[config.mk]
export PLATFORM = sky130hd
export DESIGN_NAME = jzjpcc_mem_arbiter
export DESIGN_NICKNAME = d
export VERILOG_FILES = /design/src/rtl/jzjpcc_mem_arbiter.sv
export SDC_FILE = /design/constraint.sdc
export NUM_CORES = 1
export LEC_CHECK = 0
export ABC_AREA = 1
export CORE_AREA = 2 2 83 85
export CTS_BUF_LIST = sky130_fd_sc_hd__clkbuf_8
export DETAILED_ROUTE_END_ITERATION = 16
export DIE_AREA = 0 0 85 87
export HOLD_SLACK_MARGIN = 0.05
export MAX_ROUTING_LAYER = met4
export PLACE_DENSITY = 0.8
export SLEW_MARGIN = 20
export SYNTH_ARGS = -nofsm -noshare
export SYNTH_HDL_FRONTEND = slang
export SYNTH_SLANG_ARGS = --single-unit
[constraint.sdc]
create_clock -name clock -period 1.1 [get_ports clock]
set_input_delay 0.11 -clock clock [delete_from_list [all_inputs] [get_ports clock]]
set_output_delay 0.11 -clock clock [all_outputs]
set_load 0.005 [all_outputs]
[src/rtl/jzjpcc_mem_arbiter.sv]
// jzjpcc_mem_arbiter: shares one single-port sync RAM between the
// fetch port (reads) and the data port (loads/stores).
//
// Ports:
//   clock, reset           clock; async active-high reset
//   fetch_req/addr         fetch read request (held until ready)
//   fetch_ready            fetch accepted this cycle
//   fetch_rvalid/rdata     fetch read return, 1 cycle after accept
//   data_req/we/addr       data request (we=1 store, 0 load)
//   data_wdata/bytemask    store data and byte enables
//   data_ready             data accepted this cycle
//   data_rvalid/rdata      load return, 1 cycle after accept
//   ram_addr/we/wdata/
//   ram_bytemask           RAM request from the granted port
//   ram_rdata              RAM read data, 1 cycle after address
//
// Build option: JZJPCC_MEM_ARBITER_STARVATION_GUARD_EN forces a
// fetch grant after STARVE_LIMIT consecutive contended denials.
// Without it the data port has strict priority.

module jzjpcc_mem_arbiter #(
  parameter int MEM_ADDR_B   = 12,
  parameter int STARVE_LIMIT = 3
) (
  input  logic                  clock,
  input  logic                  reset,
  input  logic                  fetch_req,
  input  logic [MEM_ADDR_B-1:0] fetch_addr,
  output logic                  fetch_ready,
  output logic                  fetch_rvalid,
  output logic [31:0]           fetch_rdata,
  input  logic                  data_req,
  input  logic                  data_we,
  input  logic [MEM_ADDR_B-1:0] data_addr,
  input  logic [31:0]           data_wdata,
  input  logic [3:0]            data_bytemask,
  output logic                  data_ready,
  output logic                  data_rvalid,
  output logic [31:0]           data_rdata,
  output logic [MEM_ADDR_B-1:0] ram_addr,
  output logic                  ram_we,
  output logic [31:0]           ram_wdata,
  output logic [3:0]            ram_bytemask,
  input  logic [31:0]           ram_rdata
);

  if (STARVE_LIMIT < 1 || STARVE_LIMIT > 15) begin : gBadLimit
    $error("STARVE_LIMIT must be 1..15");
  end

  typedef enum logic {
    OwnFetch = 1'b0,
    OwnData  = 1'b1
  } owner_t;

  logic   grantFetch;
  logic   grantData;
  logic   forceFetch;
  logic   pending;
  owner_t owner;

`ifdef JZJPCC_MEM_ARBITER_STARVATION_GUARD_EN
  localparam logic [3:0] Limit = 4'(STARVE_LIMIT);

  logic [3:0] starveCnt;

  assign forceFetch = starveCnt >= Limit;

  // Counts consecutive contended cycles that fetch lost.
  always_ff @(posedge clock or posedge reset) begin
    if (reset) begin
      starveCnt <= '0;
    end else if (!fetch_req || grantFetch) begin
      starveCnt <= '0;
    end else if (data_req && grantData
                 && starveCnt != 4'hF) begin
      starveCnt <= starveCnt + 4'd1;
    end
  end
`else
  assign forceFetch = 1'b0;
`endif

  // Data wins contention unless the guard says fetch
  // has waited long enough.
  always_comb begin
    grantFetch = 1'b0;
    grantData  = 1'b0;
    if (!reset) begin
      if (data_req && !(fetch_req && forceFetch)) begin
        grantData = 1'b1;
      end else if (fetch_req) begin
        grantFetch = 1'b1;
      end
    end
  end

  assign fetch_ready = grantFetch;
  assign data_ready  = grantData;

  always_comb begin
    ram_addr     = fetch_addr;
    ram_we       = 1'b0;
    ram_wdata    = 32'h0;
    ram_bytemask = 4'b0000;
    if (grantData) begin
      ram_addr     = data_addr;
      ram_we       = data_we;
      ram_wdata    = data_wdata;
      ram_bytemask = data_bytemask;
    end
  end

  // Stores never return data, so only reads mark a
  // return as pending for the next cycle.
  always_ff @(posedge clock or posedge reset) begin
    if (reset) begin
      pending <= 1'b0;
      owner   <= OwnFetch;
    end else begin
      pending <= grantFetch || (grantData && !data_we);
      owner   <= grantData ? OwnData : OwnFetch;
    end
  end

  assign fetch_rvalid = pending && (owner == OwnFetch);
  assign data_rvalid  = pending && (owner == OwnData);
  assign fetch_rdata  = fetch_rvalid ? ram_rdata : 32'h0;
  assign data_rdata   = data_rvalid ? ram_rdata : 32'h0;

endmodule

==> results of run 1 <==
==> cell type report <==
class | count | area, sq um | area share
flip-flops and latches | 2 | 50.0 | 0.0148
inverters | 75 | 287 | 0.0845
repair buffers | 249 | 2160 | 0.637
well taps | 80 | 100 | 0.0295
clock buffers | 3 | 41.3 | 0.0122
multi-input cells | 144 | 754 | 0.222
==> stage by stage <==
stage | worst slack, ps | power [mW] | instance area (sq um) | hold WS, ps
CTS | -262 | 1.44 | 3380 | 218
global placement | -609 | 1.04 | 3230 | 466
finish | -242 | 1.45 | 3390 | 233
floorplan | 217 | 0.330 | 958 | 73.1
detailed placement | -663 | 1.05 | 3230 | 469
global route | -289 | 1.55 | 3390 | 253
==> flip-flops by register name, summed over array words and instances (netlist names) <==
register  cells
pending       1
owner         1
==> worst min-delay path, stage by stage <==
cell,delay [ps]
buf_4,130
inv_6,70
buf_6,120
buf_12,120
buf_8,100
buf_4,110
==> cell usage in the layout, fill, tap and decap left out, drive strengths merged <==
cell type      instances
nor2                 102
dlygate4sd2           13
buf                  121
bufbuf                 1
clkbuf                16
nand3                 13
clkdlybuf4s15          7
inv                   75
dfrtp                  2
nand2                 29
clkdlybuf4s50         94
==> where the power goes <==
part           leakage, nW  internal [mW]  switching, mW
logic                 2.03          0.670          0.407
clock network       0.0216          0.231         0.0560
registers           0.0258         0.0786        0.00347
total                 2.08          0.980          0.467
==> cells by family after synthesis <==
kind of cell,Yosys count,synth area share
flops,2,0.0522
simple gates,144,0.581
buf+inv,88,0.367
==> path summary, 6_finish.rpt <==
path                                  from           endpoint  cells after the start
setup / recovery           owner$_DFF_PP0_    fetch_rdata[24]                      6
hold / removal                       reset  pending$_DFF_PP0_                      6
max in group asynchronous            reset    owner$_DFF_PP0_                      6
min in group clock                   reset  pending$_DFF_PP0_                      4
==> what timing repair did <==
item | 4_1_cts | 5_1_grt
resized for setup | 446 | 65
hold buffers | 0 | 0
cloned | 6 | 0
setup endpoints to repair | 117 | 112
setup buffers | 21 | 1
pin swaps | 12 | 4
hold endpoints to repair | 0 | 0
==> per-layer routing <==
layer | vias to the layer above | track usage | routed length (um)
met5 | - | - | 0
met4 | 0 | 0.0418 | 60
met3 | 4 | 0.0218 | 639
met2 | 130 | 0.306 | 3370
met1 | 950 | 0.183 | 2380
li1 | 1111 | - | -
==> results_dict.tcl, run 1 <==
set metrics [dict create \
    run_status "finished with violations" \
    violations "negative setup slack" \
    fin_crit_sh 1.22 \
    io_buffers 213 \
    synth-edff-count 0 \
    rows 30 \
    ys_types 7 \
    report.final.hold_viol_count 0 \
    required_ps 990 \
    antenna_found_initial 0 \
    synthesis.area_sq_um 958 \
    seq_area_frac_synth 0.0522 \
    grtUsageTotal 0.164 \
    routedWlPerCell_um 11.7 \
    core-area_sq_um 6570 \
    dp.cells 523 \
    power_density_nw_per_um2 426 \
    die_area_sq_um 7400 \
    clock-sinks 2 \
    globalplace.congestion 0.742 \
    totalWireLength_um 6450 \
    timing.critical_path.slowest_stage_cell "dfrtp_1" \
    synth_most_common_cell "nor2_1" \
    diodes 0 \
    drtPass1Iterations 4 \
    synth_top_area_cell "nor2_1" \
    hpwl_um 4730 \
    syn_avg_cell_area_sq_um 4.10 \
    die_y_um 87 \
    grt_pass1_vias 2116 \
    vias 2195 \
    ys_ff_latch 2 \
    cpMostUsedCell "buf_12" \
    cp_num_buf_inv 4 \
    fin_tns_setup_ps -9900 \
    synth_area_leaders "nor2_1 (40%), inv_1 (29%), nand2_1 (11%)" \
    rsz0062_at_grt "true" \
    cap_violations 0 \
    path_cells "inv_2 -> nand2_8 -> buf_12 -> buf_12 -> nor2_2 -> buf_2" \
    setup_viol 66 \
    p_leak_nw 2.08 \
    cts_max_level 1 \
    boundaryPins 214 \
    drive_gt1_frac 0.404 \
    clkTransAtPathRegs_ps 30 \
    async_reset_ff_frac 1.00 \
    mappedNetlistNets 331 \
    grt_max_degree 17 \
    critPathArrivalTime_ps 1230 \
    grt.overflow.total 0 \
    vdd.ir_drop.worst_mv 0.283 \
    drv_slew 0 \
    endpoint_kind "primary output" \
    die_x_um 85 \
    fillers 633 \
    fin_cells 553 \
    synth_ff_type "dfrtp_1" \
    fmax_ghz 0.745 \
    period_needed_ps 1340 \
    fin_util 0.516 \
    crit_fanout 7 \
    yosys.area.top_type_share 0.399 \
    tritoncts "built" \
    slew_headroom 0.904 \
    hp-class "in2async" \
    max_stage_delay_ps 380 \
    clockRootBuffer "clkbuf_8" \
    setup_slack_ps -242 \
    cts_made_buffers 3 \
    cts_buffer_depth 2 \
    tightestPinTransition_ps 143 \
    setup.worst_path.start_class "flop" \
    first_iter_violations 42 \
    nets 572 \
    critPathTopFamily "buffers and inverters" \
    avgViaCountPerCell 3.97 \
    start_util 0.146 \
    area.growth.synth_to_final_pct 254 \
    yosys-top-cells-count "nor2_1 (102), inv_1 (75), nand2_1 (29), nand3_1 (13), buf_2 (11)" \
    synthCells 234 \
    critPathKind "reg2out" \
    grt_pass1_wl_um 9700 \
    drc_errors 0 \
    drtAntennaViolNets 0 \
    ys_warn_count 0 \
]
No activity file was read; power rests on OpenSTA's default activity.
==> inputs of run 2 (changes only) <==
--- a/config.mk
+++ b/config.mk
@@ -6,6 +6,7 @@
 export NUM_CORES = 1
 export LEC_CHECK = 0
 export ABC_AREA = 1
+export CAP_MARGIN = 20
 export CORE_AREA = 2 2 83 85
 export CTS_BUF_LIST = sky130_fd_sc_hd__clkbuf_8
 export DETAILED_ROUTE_END_ITERATION = 16
==> results of run 2 <==
No change in the layout: final DEF, timing and power equal those of run 1.
==> variant (config.mk and constraints of run 2) <==
The option `JZJPCC_MEM_ARBITER_STARVATION_GUARD_EN` is turned on by a define.
--- a/src/rtl/jzjpcc_mem_arbiter.sv
+++ b/src/rtl/jzjpcc_mem_arbiter.sv
@@ -19,2 +19,4 @@
 // Without it the data port has strict priority.
+
+`define JZJPCC_MEM_ARBITER_STARVATION_GUARD_EN
 
Check against the original RTL: not equivalent (a bounded check fails within 4 cycles, from zero or initial values and one cycle with reset high).
==> variant against run 2 <==
The flow still finishes with violations (negative setup slack); routed wire length up 39%; power up 44%; non-clock buffer count up 36; sequential cell count up 4; sequential share of layout area up 1.9 points; global-route usage up 5.9 points; worst setup slack worse by 570 ps; first-iteration DRC count down 55%; area after synthesis up 20%; final area up 34%; critical path type unchanged.
==> variant: results (changes against run 2) <==
routability cong. 0.773 (was 0.742); Skew-Pair Late Insertion Delay 230 ps; LEAKAGE 2.47 nW (was 2.08 nW); Peak supply drop 0.301 mV (was 0.283 mV); largest net degree at the start of global routing 9 (was 17); Worst Path Max Fanout 6 (was 7); Setup TNS -62,610 ps (was -9900 ps); failing checks negative setup slack (unchanged); number of synthesized flops with an enable pin 0 (unchanged); # setup viols final 122 (was 66); Starting DRT DRC Count 19 (was 42); Routed WL 8.99 mm (was 6.45 mm); status finished with violations (unchanged); Final HPWL DP 5.16 mm (was 4.73 mm); M3 GR Usage 3.22% (was 2.18%); Synth area leaders nor2_1 (35%), inv_1 (26%), nand2_1 (14%) (was nor2_1 (40%), inv_1 (29%), nand2_1 (11%)); post-synthesis sequential area ratio 13.1% (was 5.22%); hold crit path type primary input to asynchronous set/reset pin (unchanged); top flop regs starveCnt: 4 flops, owner: 1 flops, pending: 1 flops (was owner: 1 flops, pending: 1 flops); grt met2 use 45.0% (was 30.6%); max_slew headroom 84.4% (was 90.4%); Yosys cell types 15 (was 7); DRT Pass-1 Iters 4 (unchanged); DP Area 3470 µm² (was 3230 µm²); data arrival time of the critical path 1800 ps (was 1230 ps); max cap viols 0 (unchanged); die area 7400 µm² (unchanged); fillers 496 (was 633); Synth top cells by count nor2_1 (108), inv_1 (80), nand2_1 (44), clkbuf_1 (6), dfrtp_1 (6) (was nor2_1 (102), inv_1 (75), nand2_1 (29), nand3_1 (13), buf_2 (11)); vias per cell 4.20 (was 3.97); Syn Nets 358 (was 331); first-pass GRT wire length 12.8 mm (was 9.70 mm); # diodes 0 (unchanged); Net Switching 0.746 mW (was 0.467 mW); Tot GR Track Use 22.3% (was 16.4%); vias in the first global route 2,553 (was 2,116); M1 GR Usage 22.1% (was 18.3%); Yosys warning total 0 (unchanged); final net count 637 (was 572); share of cells above drive strength 1 58.7% (was 40.4%); Setup WS post-layout -813 ps (was -242 ps)
[variant: repair_timing]
action | CTS | global route
hold buffers | 0 | 0
hold endpoints to repair | 0 | 0
pin swaps | 22 | 27
gates cloned | 14 | 0
setup buffers | 41 | 20
setup endpoints to repair | 123 | 123
resized for setup | 591 | 160
[variant: worst paths after layout]
check	startpoint	to	slack [ps]	cells past startpoint
min in group clock	starveCnt[3]	starveCnt[3]	520	2
worst min-delay path	reset	owner	330	3
worst max-delay path	starveCnt[1]	ram_addr[7]	-810	11
worst min register to register	starveCnt[3]	starveCnt[3]	520	2
max in group asynchronous	reset	pending	620	3
worst max register to register	starveCnt[1]	pending	-670	11
[variant: kinds of logic (layout without fill, tap and decap cells)]
logic type      after synthesis  count (layout)  share of synthesized area, %
fa+ha+maj                     1               1                          1.09
flops                         6               6                          13.1
compound gates                2               2                          1.20
buf+inv                      93             370                          31.6
simple gates                158             158                          53.1
[variant: critical path, cell delays in order (launching register included)]
cell	delay, ps
dfrtp_1	380
ha_2	200
nor2_2	80
nand2_1	70
nand2_2	90
nand3_4	120
buf_6	170
buf_6	130
buf_16	130
nand2_2	50
nand2_1	40
buf_2	130
[variant: metrics by stage]
stage | std cells | hold WS [ps] | utilization (%) | worst slack [ps]
floorplan | 260 | -45.0 | - | -207
global placement | 554 | 511 | 52.8 | -822
detailed placement | 554 | 516 | 52.8 | -856
CTS | 611 | 311 | 60.5 | -859
global route | 617 | 345 | 69.0 | -914
finish | 617 | 329 | 69.0 | -813
[variant: power by group through the flow]
stage	Sequential [mW]	Combinational, mW	Clock (mW)
3_5_place_dp	0.238	1.03	0
2_1_floorplan	0.237	0.274	0
4_1_cts	0.238	1.31	0.350
6_report	0.238	1.50	0.346
3_3_place_gp	0.237	1.02	0
5_1_grt	0.238	1.60	0.368
[variant: final cells by class]
type	count	area, µm²	area share [%]
clock buffer	3	41.3	0.911
multi-input combinational	161	1280	28.3
tap	80	100	2.21
inverter	81	319	7.04
timing repair buffer	285	2630	58.0
timing repair inverter	1	11.3	0.249
sequential	6	151	3.34
[variant: metal layers]
| metal | part of all wire (%) | vias to the layer above |
|---|---|---|
| li1 | - | 1265 |
| met1 | 34 | 1179 |
| met2 | 58 | 141 |
| met3 | 6.9 | 9 |
| met4 | 1.3 | 0 |
| met5 | 0 | - |
